### config.mk
export PLATFORM = sky130hd
export DESIGN_NAME = attempt_verifier
export DESIGN_NICKNAME = d
export VERILOG_FILES = /design/src/rtl/attempt_verifier.sv
export SDC_FILE = /design/constraint.sdc
export NUM_CORES = 1
export LEC_CHECK = 0
export BUFFER_PORTS_ARGS = -buffer_cell sky130_fd_sc_hd__buf_4
export CAP_MARGIN = 20
export CELL_PAD_IN_SITES_DETAIL_PLACEMENT = 0
export CELL_PAD_IN_SITES_GLOBAL_PLACEMENT = 1
export CORE_ASPECT_RATIO = 1.75
export CORE_MARGIN = 1.5
export CORE_UTILIZATION = 45
export DETAILED_ROUTE_END_ITERATION = 8
export MAX_ROUTING_LAYER = met4
export PLACE_DENSITY_LB_ADDON = 0.1
export REMOVE_ABC_BUFFERS = 1
export SETUP_SLACK_MARGIN = 0.15
export SLEW_MARGIN = 20
export SYNTH_ARGS = -nofsm -noshare
export SYNTH_HDL_FRONTEND = slang
export SYNTH_SLANG_ARGS = --single-unit
### constraint.sdc
create_clock -name clk -period 4.55 [get_ports clk]
set_clock_uncertainty 0.2 [all_clocks]
set_input_delay 0.2275 -clock clk [delete_from_list [all_inputs] [get_ports clk]]
set_output_delay 0.2275 -clock clk [all_outputs]
set_load 0.01 [all_outputs]
### src/rtl/attempt_verifier.sv
`default_nettype none
// ============================================================================
// Module   : attempt_verifier
// Brief    : Compares a confirmed BCD code against the stored code, issues
//            pass/fail pulses, counts failures, enforces back-off and alarm.
// Revision : 1.0 - initial release
// ============================================================================
module attempt_verifier #(
    parameter int DIGITS      = 4,
    parameter int MAX_ERRORS  = 3,
    parameter int LOCK_CYCLES = 50_000_000
) (
    input  logic                  clk,
    input  logic                  rst,
    input  logic                  enable,
    input  logic                  ok_pulse,
    input  logic                  admin_clear,
    input  logic                  entry_complete,
    input  logic [4*DIGITS-1:0]   entered,
    input  logic [4*DIGITS-1:0]   stored,
    output logic                  pass_pulse,
    output logic                  fail_pulse,
    output logic [1:0]            error_count,
    output logic                  alarm,
    output logic                  busy
);

    localparam int c_CODE_W = 4 * DIGITS;
    localparam int c_CNT_W  = (LOCK_CYCLES > 1) ? $clog2(LOCK_CYCLES) : 1;
    localparam logic [c_CNT_W-1:0] c_LOAD = c_CNT_W'(LOCK_CYCLES - 1);
    localparam logic [1:0]         c_MAX  = 2'(MAX_ERRORS);

    typedef enum logic [1:0] {
        ST_IDLE    = 2'd0,
        ST_CHECK   = 2'd1,
        ST_BACKOFF = 2'd2,
        ST_ALARM   = 2'd3
    } state_t;

    state_t               r_state;
    logic [c_CODE_W-1:0]  r_shadow;
    logic                 r_shadow_complete;
    logic [c_CNT_W-1:0]   r_backoff;

    logic [DIGITS-1:0]    w_digit_ok;
    logic                 w_match;
    logic [1:0]           w_next_count;

    // A code with any non-BCD nibble can never match, even if stored holds it.
    for (genvar i = 0; i < DIGITS; i++) begin : g_digit
        assign w_digit_ok[i] = (r_shadow[4*i +: 4] <= 4'd9);
    end

    assign w_match      = r_shadow_complete && (&w_digit_ok) && (r_shadow == stored);
    assign w_next_count = (error_count >= c_MAX) ? c_MAX : error_count + 2'd1;

    always_ff @(posedge clk) begin
        if (rst) begin
            r_state           <= ST_IDLE;
            r_shadow          <= '0;
            r_shadow_complete <= 1'b0;
            r_backoff         <= '0;
            pass_pulse        <= 1'b0;
            fail_pulse        <= 1'b0;
            error_count       <= 2'd0;
            alarm             <= 1'b0;
            busy              <= 1'b0;
        end else begin
            pass_pulse <= 1'b0;
            fail_pulse <= 1'b0;
            if (admin_clear) begin
                r_state     <= ST_IDLE;
                r_backoff   <= '0;
                error_count <= 2'd0;
                alarm       <= 1'b0;
                busy        <= 1'b0;
            end else begin
                case (r_state)
                    ST_IDLE: begin
                        if (ok_pulse && enable) begin
                            r_shadow          <= entered;
                            r_shadow_complete <= entry_complete;
                            r_state           <= ST_CHECK;
                            busy              <= 1'b1;
                        end
                    end
                    ST_CHECK: begin
                        // Leaving the editing state abandons the attempt silently.
                        if (!enable) begin
                            r_state <= ST_IDLE;
                            busy    <= 1'b0;
                        end else if (w_match) begin
                            pass_pulse  <= 1'b1;
                            error_count <= 2'd0;
                            r_state     <= ST_IDLE;
                            busy        <= 1'b0;
                        end else begin
                            fail_pulse  <= 1'b1;
                            error_count <= w_next_count;
                            if (w_next_count == c_MAX) begin
                                alarm   <= 1'b1;
                                r_state <= ST_ALARM;
                            end else begin
                                r_backoff <= c_LOAD;
                                r_state   <= ST_BACKOFF;
                            end
                        end
                    end
                    ST_BACKOFF: begin
                        if (r_backoff == '0) begin
                            r_state <= ST_IDLE;
                            busy    <= 1'b0;
                        end else begin
                            r_backoff <= r_backoff - 1'b1;
                        end
                    end
                    ST_ALARM: begin
                        alarm <= 1'b1;
                        busy  <= 1'b1;
                    end
                    default: begin
                        r_state <= ST_IDLE;
                        busy    <= 1'b0;
                    end
                endcase
            end
        end
    end

endmodule
`default_nettype wire

==> run summary <==
Synth top cells by count = nand2_1 (66), dfxtp_1 (51), a21oi_1 (26)
mapped cell area = 2912 sq um
core area = 6228 sq um
RR Startpoint = r_backoff[0]
Setup WS pre-CTS = 1.783 ns
type of origin of the critical path = flop
Final Max Tran Viols = 0
DRT iter0 DRCs = 251
Data required, critical path = 4.54 ns
Layout area overhead = 21.57%
layout cell share with drive strength beyond 1 = 17.36%
Critical Path Fanout Max = 17
Combinational Power Share = 20.2%
DRC = 0
max cap viols = 0
Die Y = 109.4 um
Slew HR = 28.37%
clock power share = 28.7%
die footprint = 6981 sq um
Top FF cell, synth = dfxtp_1
part of the power in registers = 51.1%
Synth top area share = 35.07%
Die Width = 63.81 um
ys async rst share = 0%
CP endpoint kind = flop
switching share of power = 29.23%
Remaining Overflow, GRT = 0
via count = 2874
top-count cell post-synth = nand2_1
Fmax = 352.2 MHz
TritonCTS Buffers = 5
sequential area share after synthesis = 35.07%
synth warn = 0
vias per cell = 5.877
largest net degree at the start of global routing = 31
Clock Pin Slew Worst Setup and Hold Paths = 0.09 ns
hpwl dp = 5737 um
CTS sink count = 51
hold endpoint = r_shadow[1]
number of global-route vias before repair = 2916
Yosys top cell by area = dfxtp_1
DR WL/cell = 16.63 um
status = complete, no violations
R2R Path End = r_backoff[14]
Routability Congestion = 0.8330
setup TNS = 0 ns
Final WS setup = 1.711 ns
initial core utilization = 46.75%
initial antenna violation count = 0
total power = 0.0009137 W
part of the cycle the worst path needs = 62.40%
n_diodes = 0
number of library cell types mapped by synthesis = 60
Layout Nets = 452
Root Driver = clkbuf_8
Int Power = 0.0006466 W
Mean Syn Cell Area = 8.202 sq um
antenna viol nets, final = 0
Cell Rows = 38
Tmin final = 2.839 ns
Synth Instances = 355
Hold Startpoint = rst
number of synthesized register bits = 51
P_leak = 1.465 nW
maximum vdd drop = 199.5 uV
Worst Tran Pin Value = 1.070 ns
H-tree depth = 2
RSZ-0062 raised after global routing = no
final core occ = 56.83%
Hold Violations, Final = 0
hold buffers post-CTS = 17
Hold Crit Depth = 2
CTS tree = built
DRT Pass-1 Iters = 4
Reg2Reg Depth = 8
cts repair resizes = 0
global-route wire length before repair = 13540 um
R2R Setup Slk = 1.71 ns
hold crit path type = input pin to flop
NetSw = 0.0002671 W
post-CTS setup buffer count = 0
I/O Pins = 44
final WL = 8134 um
final setup violation count = 0
clk_lat worst skew = 0.31 ns
WP data arrival = 2.83 ns
Port-buffer cells = 43
Overall Global Routing Usage = 25.33%
Synth area leaders = dfxtp_1 (35%), nand2_1 (8.5%), a211oi_1 (4.9%), a21oi_1 (4.5%), xnor2_1 (3.6%)
filler instances = 575
CTS max path bufs = 2
CP Class = flop to flop
PwrDens = 258.1 nW/um^2
number of synthesized flops with an enable pin = 0
[cells in the final DEF (no fill, tap or decap), types with 3 or more instances in the layout]
cell type / count
nand3_1: 5
dfxtp_1: 51
a211oi_1: 19
a2111oi_0: 4
a21oi_1: 26
nand2_1: 66
clkbuf_8: 5
a21o_1: 9
o22ai_1: 12
or2_2: 4
o21ai_1: 3
nor3_1: 6
nand4bb_1: 3
or4_1: 3
nand4_1: 8
inv_1: 9
nor4b_1: 4
dlygate4sd3_1: 17
nor2_1: 19
ha_1: 6
xnor2_1: 12
o32ai_1: 7
o21ai_0: 7
buf_4: 48
or3_1: 8
[registers in the layout, summed over array words and instances (netlist names)]
register	count
fail_pulse	1
error_count	2
r_state	2
r_backoff	26
r_shadow_complete	1
r_shadow	16
busy	1
alarm	1
pass_pulse	1
[worst max path at each step]
stage / startpoint / end / slack (ns) / cells after the start
after floorplan: r_backoff[8] / r_state[1] / 1.52 / 6
after global placement: r_shadow[11] / r_backoff[11] / 1.81 / 6
after detailed placement: r_shadow[11] / r_backoff[11] / 1.78 / 6
after CTS: r_shadow[11] / r_backoff[11] / 1.78 / 6
after global routing: r_backoff[15] / r_backoff[25] / 1.55 / 6
final: r_backoff[0] / r_backoff[14] / 1.71 / 8
[area by class of cell]
| type | instances | area, sq um | area share (%) |
|---|---|---|---|
| well taps | 80 | 100.1 | 2.828 |
| multi-input cells | 276 | 1773 | 50.09 |
| flip-flops and latches | 51 | 1021 | 28.84 |
| repair buffers | 65 | 530.5 | 14.99 |
| inverters | 9 | 33.78 | 0.9544 |
| clock buffers | 7 | 76.32 | 2.156 |
| clock inverters | 1 | 5.005 | 0.1414 |
[logic make-up after synthesis]
family | count (synthesis) | share of synthesized area (%)
AOI/OAI and AO/OA | 111 | 26.86
xor gates and xnor gates | 12 | 3.610
adders and majority gates | 6 | 2.578
buffers and inverters | 28 | 4.211
DFF | 51 | 35.07
muxes | 1 | 0.3438
and+or+nand+nor | 146 | 27.33
[layer usage]
layer	vias to the layer above	global-route usage, %	wire [um]
li1	1433	-	-
met3	18	3.582	290
met4	0	11.80	244
met2	78	47.40	4576
met5	-	-	0
met1	1345	25.51	3024
[metrics by stage]
step	std cells	hold slack (ns)	cell area, sq um
5_1_grt	489	0.03501	3540
6_report	489	0.03045	3540
4_1_cts	489	0.01924	3540
2_1_floorplan	336	0.09657	2823
3_5_place_dp	464	0.2608	3288
3_3_place_gp	464	0.2543	3288
[power by group through the flow]
stage / logic [W] / clock network [W] / registers [W]
floorplan: 0.000106 / 0 / 0.000475
global placement: 0.000169 / 0 / 0.000477
detailed placement: 0.000170 / 0 / 0.000478
CTS: 0.000182 / 0.000272 / 0.000467
global route: 0.000202 / 0.000282 / 0.000469
finish: 0.000185 / 0.000262 / 0.000467
[worst max-delay path, cell delays in order, from the launching register on]
cell and delay (ns):
dfxtp_1 0.36, inv_1 0.10, ha_1 0.14, nor4b_1 0.40, nand4_1 0.18, nor2_1 0.61, a21oi_1 0.24, o211ai_4 0.31
o22ai_1 0.17
Note: power is estimated with default switching activity, not from simulation.
